File: src/rtl/core_pkg.sv
// Shared definitions for the core's hazard/sequencing logic: controller state
// encoding, forwarding-select codes, register-index width and the common
// destination/source match rule.
package core_pkg;

  localparam int REG_IDX_W = 5;

  typedef enum logic [1:0] {
    ST_RUN     = 2'd0,
    ST_FLUSH   = 2'd1,
    ST_MEMWAIT = 2'd2,
    ST_HALT    = 2'd3
  } hz_state_e;

  localparam logic [1:0] FWD_RF  = 2'd0;
  localparam logic [1:0] FWD_EX  = 2'd1;
  localparam logic [1:0] FWD_MEM = 2'd2;
  localparam logic [1:0] FWD_WB  = 2'd3;

  // A producer matches a consumer only if it writes back, targets a nonzero
  // register, and that register is a source the consumer actually reads.
  function automatic logic rd_match(input logic                 wb_en,
                                    input logic [REG_IDX_W-1:0] rd,
                                    input logic                 used,
                                    input logic [REG_IDX_W-1:0] rs);
    return wb_en && (rd != '0) && used && (rd == rs);
  endfunction

endpackage

File: src/rtl/hazard_ctrl_if.sv
// Bundle between the pipeline and the hazard controller: decode sources,
// EX/MEM/WB destination fields, redirect/LSU/ebreak events in, and the
// stall/flush/forwarding controls out.
interface hazard_ctrl_if;

  logic [core_pkg::REG_IDX_W-1:0] id_index_rs1;
  logic [core_pkg::REG_IDX_W-1:0] id_index_rs2;
  logic                           id_rs1_used;
  logic                           id_rs2_used;
  logic [core_pkg::REG_IDX_W-1:0] ex_index_rd;
  logic                           ex_wb_en;
  logic                           ex_load_en;
  logic [core_pkg::REG_IDX_W-1:0] mem_index_rd;
  logic                           mem_wb_en;
  logic                           mem_load_en;
  logic [core_pkg::REG_IDX_W-1:0] wb_index_rd;
  logic                           wb_wb_en;
  logic                           ex_redirect;
  logic                           lsu_req;
  logic                           lsu_ready;
  logic                           ex_ebreak;

  logic                           pc_stall;
  logic                           ifid_stall;
  logic                           ifid_flush;
  logic                           ld_hz_nop;
  logic                           flush_nop;
  logic                           pipe_stall;
  logic [1:0]                     fwd_sel_rs1;
  logic [1:0]                     fwd_sel_rs2;
  logic                           halted;

  // Pipeline side: supplies stage fields and events, consumes controls.
  modport master (
    output id_index_rs1, id_index_rs2, id_rs1_used, id_rs2_used,
    output ex_index_rd, ex_wb_en, ex_load_en,
    output mem_index_rd, mem_wb_en, mem_load_en,
    output wb_index_rd, wb_wb_en,
    output ex_redirect, lsu_req, lsu_ready, ex_ebreak,
    input  pc_stall, ifid_stall, ifid_flush, ld_hz_nop, flush_nop,
    input  pipe_stall, fwd_sel_rs1, fwd_sel_rs2, halted
  );

  // Controller side.
  modport slave (
    input  id_index_rs1, id_index_rs2, id_rs1_used, id_rs2_used,
    input  ex_index_rd, ex_wb_en, ex_load_en,
    input  mem_index_rd, mem_wb_en, mem_load_en,
    input  wb_index_rd, wb_wb_en,
    input  ex_redirect, lsu_req, lsu_ready, ex_ebreak,
    output pc_stall, ifid_stall, ifid_flush, ld_hz_nop, flush_nop,
    output pipe_stall, fwd_sel_rs1, fwd_sel_rs2, halted
  );

endinterface

File: src/rtl/hz_fwd_match.sv
// Per-source comparator: reports which of EX/MEM/WB hold a matching producer
// (hit_o = {wb, mem, ex}) and the youngest-first forwarding select. A load
// still in EX has no data yet, so it blocks forwarding rather than falling
// through to an older, stale producer.
module hz_fwd_match
  import core_pkg::*;
(
  input  logic [REG_IDX_W-1:0] rs_i,
  input  logic                 rs_used_i,
  input  logic [REG_IDX_W-1:0] ex_rd_i,
  input  logic                 ex_wb_en_i,
  input  logic                 ex_load_en_i,
  input  logic [REG_IDX_W-1:0] mem_rd_i,
  input  logic                 mem_wb_en_i,
  input  logic [REG_IDX_W-1:0] wb_rd_i,
  input  logic                 wb_wb_en_i,
  output logic [2:0]           hit_o,
  output logic [1:0]           sel_o
);

  assign hit_o[0] = rd_match(ex_wb_en_i,  ex_rd_i,  rs_used_i, rs_i);
  assign hit_o[1] = rd_match(mem_wb_en_i, mem_rd_i, rs_used_i, rs_i);
  assign hit_o[2] = rd_match(wb_wb_en_i,  wb_rd_i,  rs_used_i, rs_i);

  // Youngest matching stage wins the forwarding mux.
  always_comb begin
    sel_o = FWD_RF;
    if (hit_o[0])      sel_o = ex_load_en_i ? FWD_RF : FWD_EX;
    else if (hit_o[1]) sel_o = FWD_MEM;
    else if (hit_o[2]) sel_o = FWD_WB;
  end

endmodule

File: src/rtl/hazard_ctrl.sv
// Hazard and sequencing controller for the five-stage core. Resolves halt,
// memory wait, branch-redirect flush and data-hazard stalls in that priority
// order, and drives operand forwarding selects.
// Build option: define HAZARD_FWD_EN to enable forwarding; then only a
// load-use against EX stalls. Without it, fwd selects are 0 and any pending
// producer in EX/MEM/WB stalls decode.
module hazard_ctrl
  import core_pkg::*;
#(
  parameter int unsigned FLUSH_CYCLES = 2
) (
  input logic          clk,
  input logic          rstn,
  hazard_ctrl_if.slave hz
);

  localparam logic [2:0] FLUSH_LOAD = 3'(FLUSH_CYCLES - 1);

  hz_state_e  state_q, state_d;
  logic [2:0] cnt_q, cnt_d;

  logic [2:0] hit_rs1, hit_rs2;
  logic [1:0] sel_rs1, sel_rs2;
  logic [1:0] fwd_rs1, fwd_rs2;
  logic       data_hz;
  logic       lsu_wait;

  logic       pc_stall_c, ifid_stall_c, ifid_flush_c, ld_hz_nop_c;
  logic       flush_nop_c, pipe_stall_c, halted_c;
  logic [1:0] fwd_sel_rs1_c, fwd_sel_rs2_c;

  hz_fwd_match u_match_rs1 (
    .rs_i         (hz.id_index_rs1),
    .rs_used_i    (hz.id_rs1_used),
    .ex_rd_i      (hz.ex_index_rd),
    .ex_wb_en_i   (hz.ex_wb_en),
    .ex_load_en_i (hz.ex_load_en),
    .mem_rd_i     (hz.mem_index_rd),
    .mem_wb_en_i  (hz.mem_wb_en),
    .wb_rd_i      (hz.wb_index_rd),
    .wb_wb_en_i   (hz.wb_wb_en),
    .hit_o        (hit_rs1),
    .sel_o        (sel_rs1)
  );

  hz_fwd_match u_match_rs2 (
    .rs_i         (hz.id_index_rs2),
    .rs_used_i    (hz.id_rs2_used),
    .ex_rd_i      (hz.ex_index_rd),
    .ex_wb_en_i   (hz.ex_wb_en),
    .ex_load_en_i (hz.ex_load_en),
    .mem_rd_i     (hz.mem_index_rd),
    .mem_wb_en_i  (hz.mem_wb_en),
    .wb_rd_i      (hz.wb_index_rd),
    .wb_wb_en_i   (hz.wb_wb_en),
    .hit_o        (hit_rs2),
    .sel_o        (sel_rs2)
  );

`ifdef HAZARD_FWD_EN
  // With forwarding only a load still in EX cannot be bypassed.
  assign data_hz = hz.ex_load_en & (hit_rs1[0] | hit_rs2[0]);
  assign fwd_rs1 = sel_rs1;
  assign fwd_rs2 = sel_rs2;
  logic [3:0] unused_hit;
  assign unused_hit = {hit_rs1[2:1], hit_rs2[2:1]};
`else
  // Without forwarding decode waits until the producer has left WB.
  assign data_hz = (|hit_rs1) | (|hit_rs2);
  assign fwd_rs1 = FWD_RF;
  assign fwd_rs2 = FWD_RF;
  logic [3:0] unused_sel;
  assign unused_sel = {sel_rs1, sel_rs2};
`endif

  // MEM-stage loads forward like any other MEM producer.
  logic unused_mem_load;
  assign unused_mem_load = hz.mem_load_en;

  assign lsu_wait = hz.lsu_req & ~hz.lsu_ready;

  // State and flush counter registers.
  always_ff @(posedge clk or negedge rstn) begin
    if (!rstn) begin
      state_q <= ST_RUN;
      cnt_q   <= '0;
    end else begin
      state_q <= state_d;
      cnt_q   <= cnt_d;
    end
  end

  // Next state and output decode, highest priority first.
  always_comb begin
    state_d       = state_q;
    cnt_d         = cnt_q;
    pc_stall_c    = 1'b0;
    ifid_stall_c  = 1'b0;
    ifid_flush_c  = 1'b0;
    ld_hz_nop_c   = 1'b0;
    flush_nop_c   = 1'b0;
    pipe_stall_c  = 1'b0;
    halted_c      = 1'b0;
    fwd_sel_rs1_c = fwd_rs1;
    fwd_sel_rs2_c = fwd_rs2;

    case (state_q)
      ST_RUN: begin
        if (hz.ex_ebreak) begin
          state_d       = ST_HALT;
          pipe_stall_c  = 1'b1;
          pc_stall_c    = 1'b1;
          ifid_stall_c  = 1'b1;
          halted_c      = 1'b1;
          fwd_sel_rs1_c = FWD_RF;
          fwd_sel_rs2_c = FWD_RF;
        end else if (lsu_wait) begin
          state_d      = ST_MEMWAIT;
          pipe_stall_c = 1'b1;
          pc_stall_c   = 1'b1;
          ifid_stall_c = 1'b1;
        end else if (hz.ex_redirect) begin
          flush_nop_c  = 1'b1;
          ifid_flush_c = 1'b1;
          cnt_d        = FLUSH_LOAD;
          if (FLUSH_CYCLES > 1) state_d = ST_FLUSH;
        end else if (data_hz) begin
          ld_hz_nop_c  = 1'b1;
          pc_stall_c   = 1'b1;
          ifid_stall_c = 1'b1;
        end
      end

      // EX holds a bubble here, so ebreak and redirect are not acted on.
      ST_FLUSH: begin
        flush_nop_c  = 1'b1;
        ifid_flush_c = 1'b1;
        if (lsu_wait) begin
          pipe_stall_c = 1'b1;
          pc_stall_c   = 1'b1;
          ifid_stall_c = 1'b1;
        end else begin
          cnt_d = cnt_q - 3'd1;
          if (cnt_q <= 3'd1) state_d = ST_RUN;
        end
      end

      ST_MEMWAIT: begin
        if (hz.lsu_ready) begin
          state_d = ST_RUN;
        end else begin
          pipe_stall_c = 1'b1;
          pc_stall_c   = 1'b1;
          ifid_stall_c = 1'b1;
        end
      end

      ST_HALT: begin
        pipe_stall_c  = 1'b1;
        pc_stall_c    = 1'b1;
        ifid_stall_c  = 1'b1;
        halted_c      = 1'b1;
        fwd_sel_rs1_c = FWD_RF;
        fwd_sel_rs2_c = FWD_RF;
      end

      default: begin
        state_d = ST_RUN;
        cnt_d   = '0;
      end
    endcase

    // Outputs read as idle for as long as reset is held, whatever the inputs.
    if (!rstn) begin
      pc_stall_c    = 1'b0;
      ifid_stall_c  = 1'b0;
      ifid_flush_c  = 1'b0;
      ld_hz_nop_c   = 1'b0;
      flush_nop_c   = 1'b0;
      pipe_stall_c  = 1'b0;
      halted_c      = 1'b0;
      fwd_sel_rs1_c = FWD_RF;
      fwd_sel_rs2_c = FWD_RF;
    end
  end

  assign hz.pc_stall    = pc_stall_c;
  assign hz.ifid_stall  = ifid_stall_c;
  assign hz.ifid_flush  = ifid_flush_c;
  assign hz.ld_hz_nop   = ld_hz_nop_c;
  assign hz.flush_nop   = flush_nop_c;
  assign hz.pipe_stall  = pipe_stall_c;
  assign hz.fwd_sel_rs1 = fwd_sel_rs1_c;
  assign hz.fwd_sel_rs2 = fwd_sel_rs2_c;
  assign hz.halted      = halted_c;

endmodule

File: src/flat_wrapper.sv
// flat-port wrapper written by rule: the top's interface ports become plain ports
module hazard_ctrl_flat import core_pkg::*;
#(
  parameter int unsigned FLUSH_CYCLES = 2
)
  (clk, rstn, hz_id_index_rs1, hz_id_index_rs2, hz_id_rs1_used, hz_id_rs2_used, hz_ex_index_rd, hz_ex_wb_en, hz_ex_load_en, hz_mem_index_rd, hz_mem_wb_en, hz_mem_load_en, hz_wb_index_rd, hz_wb_wb_en, hz_ex_redirect, hz_lsu_req, hz_lsu_ready, hz_ex_ebreak, hz_pc_stall, hz_ifid_stall, hz_ifid_flush, hz_ld_hz_nop, hz_flush_nop, hz_pipe_stall, hz_fwd_sel_rs1, hz_fwd_sel_rs2, hz_halted);
  hazard_ctrl_if hz_i ();
  input logic clk;
  input logic rstn;
  input wire logic [$bits(hz_i.id_index_rs1)-1:0] hz_id_index_rs1;
  input wire logic [$bits(hz_i.id_index_rs2)-1:0] hz_id_index_rs2;
  input wire logic [$bits(hz_i.id_rs1_used)-1:0] hz_id_rs1_used;
  input wire logic [$bits(hz_i.id_rs2_used)-1:0] hz_id_rs2_used;
  input wire logic [$bits(hz_i.ex_index_rd)-1:0] hz_ex_index_rd;
  input wire logic [$bits(hz_i.ex_wb_en)-1:0] hz_ex_wb_en;
  input wire logic [$bits(hz_i.ex_load_en)-1:0] hz_ex_load_en;
  input wire logic [$bits(hz_i.mem_index_rd)-1:0] hz_mem_index_rd;
  input wire logic [$bits(hz_i.mem_wb_en)-1:0] hz_mem_wb_en;
  input wire logic [$bits(hz_i.mem_load_en)-1:0] hz_mem_load_en;
  input wire logic [$bits(hz_i.wb_index_rd)-1:0] hz_wb_index_rd;
  input wire logic [$bits(hz_i.wb_wb_en)-1:0] hz_wb_wb_en;
  input wire logic [$bits(hz_i.ex_redirect)-1:0] hz_ex_redirect;
  input wire logic [$bits(hz_i.lsu_req)-1:0] hz_lsu_req;
  input wire logic [$bits(hz_i.lsu_ready)-1:0] hz_lsu_ready;
  input wire logic [$bits(hz_i.ex_ebreak)-1:0] hz_ex_ebreak;
  output wire logic [$bits(hz_i.pc_stall)-1:0] hz_pc_stall;
  output wire logic [$bits(hz_i.ifid_stall)-1:0] hz_ifid_stall;
  output wire logic [$bits(hz_i.ifid_flush)-1:0] hz_ifid_flush;
  output wire logic [$bits(hz_i.ld_hz_nop)-1:0] hz_ld_hz_nop;
  output wire logic [$bits(hz_i.flush_nop)-1:0] hz_flush_nop;
  output wire logic [$bits(hz_i.pipe_stall)-1:0] hz_pipe_stall;
  output wire logic [$bits(hz_i.fwd_sel_rs1)-1:0] hz_fwd_sel_rs1;
  output wire logic [$bits(hz_i.fwd_sel_rs2)-1:0] hz_fwd_sel_rs2;
  output wire logic [$bits(hz_i.halted)-1:0] hz_halted;
  assign hz_i.id_index_rs1 = hz_id_index_rs1;
  assign hz_i.id_index_rs2 = hz_id_index_rs2;
  assign hz_i.id_rs1_used = hz_id_rs1_used;
  assign hz_i.id_rs2_used = hz_id_rs2_used;
  assign hz_i.ex_index_rd = hz_ex_index_rd;
  assign hz_i.ex_wb_en = hz_ex_wb_en;
  assign hz_i.ex_load_en = hz_ex_load_en;
  assign hz_i.mem_index_rd = hz_mem_index_rd;
  assign hz_i.mem_wb_en = hz_mem_wb_en;
  assign hz_i.mem_load_en = hz_mem_load_en;
  assign hz_i.wb_index_rd = hz_wb_index_rd;
  assign hz_i.wb_wb_en = hz_wb_wb_en;
  assign hz_i.ex_redirect = hz_ex_redirect;
  assign hz_i.lsu_req = hz_lsu_req;
  assign hz_i.lsu_ready = hz_lsu_ready;
  assign hz_i.ex_ebreak = hz_ex_ebreak;
  assign hz_pc_stall = hz_i.pc_stall;
  assign hz_ifid_stall = hz_i.ifid_stall;
  assign hz_ifid_flush = hz_i.ifid_flush;
  assign hz_ld_hz_nop = hz_i.ld_hz_nop;
  assign hz_flush_nop = hz_i.flush_nop;
  assign hz_pipe_stall = hz_i.pipe_stall;
  assign hz_fwd_sel_rs1 = hz_i.fwd_sel_rs1;
  assign hz_fwd_sel_rs2 = hz_i.fwd_sel_rs2;
  assign hz_halted = hz_i.halted;
  hazard_ctrl #(.FLUSH_CYCLES(FLUSH_CYCLES)) u_core (.clk(clk), .rstn(rstn), .hz(hz_i));
endmodule
File: config.mk
export PLATFORM = sky130hd
export DESIGN_NAME = hazard_ctrl_flat
export DESIGN_NICKNAME = d
export VERILOG_FILES = /design/src/rtl/core_pkg.sv /design/src/rtl/hazard_ctrl_if.sv /design/src/rtl/hz_fwd_match.sv /design/src/rtl/hazard_ctrl.sv /design/src/flat_wrapper.sv
export SDC_FILE = /design/constraint.sdc
export NUM_CORES = 1
export LEC_CHECK = 0
export CAP_MARGIN = 20
export CORE_ASPECT_RATIO = 0.8
export CORE_MARGIN = 8
export CORE_UTILIZATION = 41
export DETAILED_ROUTE_END_ITERATION = 7
export GPL_ROUTABILITY_DRIVEN = 0
export GPL_TIMING_DRIVEN = 0
export PLACE_DENSITY = 0.8
export SKIP_CTS_REPAIR_TIMING = 1
export SYNTH_ARGS = -nofsm -noshare
export SYNTH_HDL_FRONTEND = slang
export SYNTH_HIERARCHICAL = 1
export SYNTH_SLANG_ARGS = --single-unit
File: constraint.sdc
create_clock -name clk -period 2.3 [get_ports clk]
set_input_delay 0.345 -clock clk [delete_from_list [all_inputs] [get_ports clk]]
set_output_delay 0.345 -clock clk [all_outputs]
set_load 0.01 [all_outputs]
**After elaboration in Yosys (flattened, before gate mapping)**

Cells that the tools add are included.

- Register bits after elaboration: 5
- Bits in latches: 0
- Memory bits (writable): 0
- Memory bits (read-only): 0
- Input bits: 38
- Output and inout bits: 11
- Memories kept: 0

- Add/sub/neg operators: 1
- $mul: 0
- Div/mod/pow operators: 0
- Magnitude comparators: 1
- Equal/unequal tests: 16
- Shifts and indexed selects: 0
- Multiplexer cells: 35
- Bitwise gates (word level): 3
- Reductions and logical operators: 25

Operators by type and width:

| cell | count |
|---|---|
| 5-bit equality test | 6 |
| 1-bit two-way mux | 19 |
| 1-bit logical AND | 15 |
| 5-bit nonzero test | 3 |
| 2-bit two-way mux | 6 |
| 3-bit two-way mux | 4 |
| 2-bit != test (second input constant) | 5 |
| 5-bit AND reduction | 2 |
| 1-bit case mux with 4 select lines | 2 |
| 2-bit case mux with 3 select lines | 1 |
| 3-bit case mux with 2 select lines | 1 |
| 3-bit OR reduction | 2 |
| 2-bit equality test (second input constant) | 2 |
| 4-bit by 3-bit != test with 1-bit output (second input constant) | 1 |
| 1-bit case mux with 2 select lines | 2 |
| 3-bit by 1-bit less-or-equal comparator with 1-bit output (second input constant) | 1 |
| 3-bit nonzero test | 1 |
| 3-bit by 1-bit subtractor with 3-bit output (second input constant) | 1 |
| 2-bit by 1-bit equality test with 1-bit output (second input constant) | 1 |
| 2-bit logical NOT | 1 |
| 2-bit by 1-bit != test with 1-bit output (second input constant) | 1 |
| 2-bit nonzero test | 1 |
| 1-bit bitwise AND | 1 |
| 1-bit inverter | 1 |
| 1-bit OR | 1 |

**Longest topological paths before layout**

- Word-level depth: 12
- Mapped depth: 9

**By module**

Netlist, hierarchy kept.

By module, submodules not included:

| module | instances | cells each | area an instance (um^2) | sequential area each (um^2) |
|---|---|---|---|---|
| hazard_ctrl | 1 | 61 | 530.5 | 125.1 |
| hz_fwd_match | 2 | 36 | 257.7 | 0.0 |

**Worst setup path after synthesis**

Ideal clock, no wire load.

- Kind: input -> output
- Start point: input hz_ex_index_rd[0]
- End point: output hz_pc_stall
- Data arrival time: 1784 ps
- Required time: 1955 ps
- Slack: 171 ps
- Stages on the path: 8
- Buffers on the path: 1
- Path through: or4_4 -> a21oi_2 -> nor3b_2 -> nor4_1 -> a21oi_1 -> nor2b_1 -> nor2_1 -> buf_4

- Longest elaborated chain between the ends: 12

Ends and longest elaborated chain:

| item | RTL line | source |
|---|---|---|
| start, declared | flat_wrapper.sv:14 | `input wire logic [$bits(hz_i.ex_index_rd)-1:0] hz_ex_index_rd;` |
| 5-bit nonzero test | core_pkg.sv:26 | `return wb_en && (rd != '0) && used && (rd == rs);` |
| 1-bit logical AND (2 in a row) | core_pkg.sv:26 |  |
| 1-bit logical AND (*) | core_pkg.sv:26 |  |
| named net u_core.hit_rs1[0] | hazard_ctrl.sv:22 | `logic [2:0] hit_rs1, hit_rs2;` |
| 3-bit OR reduction (*) | hazard_ctrl.sv:69 | `assign data_hz = (\|hit_rs1) \| (\|hit_rs2);` |
| 1-bit OR (*) | hazard_ctrl.sv:69 |  |
| 1-bit two-way mux (*) (4 in a row) | -- |  |
| 1-bit case mux with 4 select lines (*) | -- |  |
| 1-bit two-way mux (*) | -- |  |
| end, declared | flat_wrapper.sv:26 | `output wire logic [$bits(hz_i.pc_stall)-1:0] hz_pc_stall;` |

Mark *: on every way through the listed nets, which the timed path passes. The rest lies on a longest branch.

**Worst setup path in the final report**

- Start point: input hz_ex_index_rd[3]
- End point: output hz_pc_stall

- Longest elaborated chain between the ends: 12

Ends and longest elaborated chain:

| item | RTL line | source |
|---|---|---|
| 5-bit nonzero test | core_pkg.sv:26 |  |
| 1-bit logical AND (2 in a row) | core_pkg.sv:26 |  |
| 1-bit logical AND (*) | core_pkg.sv:26 |  |
| named net u_core.hit_rs1[0] | hazard_ctrl.sv:22 |  |
| 3-bit OR reduction (*) | hazard_ctrl.sv:69 |  |
| 1-bit OR (*) | hazard_ctrl.sv:69 |  |
| 1-bit two-way mux (*) | hazard_ctrl.sv:127 | `end else if (data_hz) begin` |
| 1-bit two-way mux (*) | hazard_ctrl.sv:122 | `end else if (hz.ex_redirect) begin` |
| 1-bit two-way mux (*) | hazard_ctrl.sv:117 | `end else if (lsu_wait) begin` |
| 1-bit two-way mux (*) | hazard_ctrl.sv:109 | `if (hz.ex_ebreak) begin` |
| 1-bit case mux with 4 select lines (*) | hazard_ctrl.sv:107 | `case (state_q)` |
| 1-bit two-way mux (*) | hazard_ctrl.sv:174 | `if (!rstn) begin` |

Marks and branches as above.

==> impl_metrics.csv <==
group,metric,value,unit
detailed_routing,drt_iter0_drc,68,
global_routing,grt_pass1_vias,1109,
setup_path,critPathRequiredTime,1.96,ns
clock_tree,clkSlewWorstSetupHoldPaths,0.05,ns
timing,fmax,435.7,MHz
detailed_routing,routed_wirelength,3448,um
detailed_routing,wl_met1,1334,um
synthesis,synthCells,127,
global_routing,grt_max_degree,10,
cells_and_area,layout.nets,228,
timing,final.setup.tns,0,ns
floorplan,num_rows,16,
min_path,hold_class,"in -> async",
global_routing,grt_pass1_wl,4919,um
floorplan,dieArea,0.004256,sq mm
detailed_routing,met3WireLength,289,um
setup_path,crit_chain,"buf_4 -> or4_4 -> a21oi_2 -> nor3b_2 -> nor4_2 -> a21oi_2 -> nor2b_1 -> nor2_1 -> buf_4 -> buf_6",
pwr,p_total,1.072,mW
cells_and_area,stdcell_area,0.001688,sq mm
placed_design,placed_area,0.001456,sq mm
clock_tree,clock_latency,0.24,ns
detailed_routing,drc_errors,0,
setup_path,start_kind,"input pin",
synthesis,synth.avg_cell_area,7.803,sq um
detailed_routing,top_layer,"met4",
timing,drv_slew,0,
global_routing,antenna_found_initial,0,
detailed_routing,vias,1122,
cells_and_area,syn_to_final_growth,70.33,%
setup_path,crit_type,"in -> out",
pwr,peakVddDrop,413.6,uV
timing,setup_violations,0,
clock_tree,cts-root-buf,"clkbuf_4",
setup_path,endpoint_kind,"output port",
timing,hold_viol_final,0,
global_routing,overflow,0,
clock_tree,htreeDepth,1,
setup_path,critPathSlowestCell,"or4_4",
timing,fin_crit_sh,99.79,%
synthesis,yosysWarningCount,6,
setup_path,cp.arrival,1.95,ns
pwr,pwr_density_cell,635.1,mW/mm^2
setup_path,cpPeakStageDelay,0.54,ns
outcome,status,"completed",
cells_and_area,fillers,164,
cells_and_area,final_layout_size_suffix_gt1_share,32.42,%
placed_design,port_buffers,42,
floorplan,start_util,41.95,%
pwr,p_leak,0.9217,nW
timing,fin_crit,2.295,ns
synthesis,syn_area,991.0,sq um
setup_path,crit_path_max_fanout,4,
timing,skew,0.003430,ns
cells_and_area,final_util,71.45,%
placed_design,dp_hpwl,2659,um
clock_tree,cts_tree,"yes",
clock_tree,clock_sinks,5,
timing,grt_setup_unrepaired,"true",
setup_path,cp.buffers_inverters,3,
detailed_routing,via_per_inst,5.368,
floorplan,core,0.002362,sq mm
cells_and_area,diodes,0,
floorplan,io-pin-count,49,
setup_path,crit_family,"simple AND/OR/NAND/NOR gates",
detailed_routing,wire_per_inst,16.50,um
detailed_routing,drtPass1Iterations,4,
detailed_routing,final_antenna_net_count,0,
floorplan,die_width,70.97,um
timing,hold_ws,0.02192,ns
clock_tree,clk_path_buf_depth,2,
detailed_routing,met2RoutedLength,1772,um
floorplan,die_h,59.97,um
clock_tree,cts_buffers,3,
job,maxCapViolations,0,
global_routing,grt_usage,14.31,%
power by group:
group / internal [mW] / total, mW / switching [mW]
clock network: 0.0656 / 0.101 / 0.0355
logic: 0.430 / 0.796 / 0.366
registers: 0.131 / 0.175 / 0.0439
area by class of cell:
type                       instances  area (sq um)  area share (%)
tap                               27         33.78           2.001
timing repair buffer              48         499.2           29.58
clock buffer                       4         26.28           1.557
buffer                             6         45.04           2.669
sequential                         5         126.4           7.487
multi-input combinational        106         908.4           53.82
inverter                          13         48.80           2.891
layout by cell type, fill, tap and decap left out, drive strengths merged, types with 7 or more instances in the layout:
cell type	n
a21oi	12
buf	20
clkbuf	9
clkdlybuf4s50	7
dlymetal6s2s	22
ha	7
inv	13
nand2	7
nor2	10
xnor2	10
xor2	14
layer usage:
layer | up-vias | global-route usage (%)
met5 | - | 0
met1 | 518 | 16.03
met2 | 52 | 25.56
met4 | 0 | 2.950
met3 | 6 | 5.193
li1 | 546 | -
state kept, by name (all words and copies together) (netlist names):
register and flops:
u_core/cnt_q 3, u_core/state_q 2
metrics by stage:
stage	instances	setup WS [ns]
floorplan	130	0.2105
global placement	199	-0.8147
detailed placement	199	-0.8708
CTS	203	-0.8723
global route	209	-0.07655
finish	209	0.004814
path summary, 6_finish.rpt:
path                              startpoint                end  slack (ns)  cells past startpoint
max                        hz_ex_index_rd[3]        hz_pc_stall       0.005                     10
min                                     rstn  u_core/state_q[1]        0.02                      1
max reg2reg                u_core/state_q[1]  u_core/state_q[0]        0.62                      6
min reg2reg                  u_core/cnt_q[0]    u_core/cnt_q[0]        0.58                      2
max in group asynchronous               rstn  u_core/state_q[0]        1.96                      1
min in group clk             u_core/cnt_q[0]    u_core/cnt_q[0]        0.58                      2
Note: power is estimated with default switching activity, not from simulation.
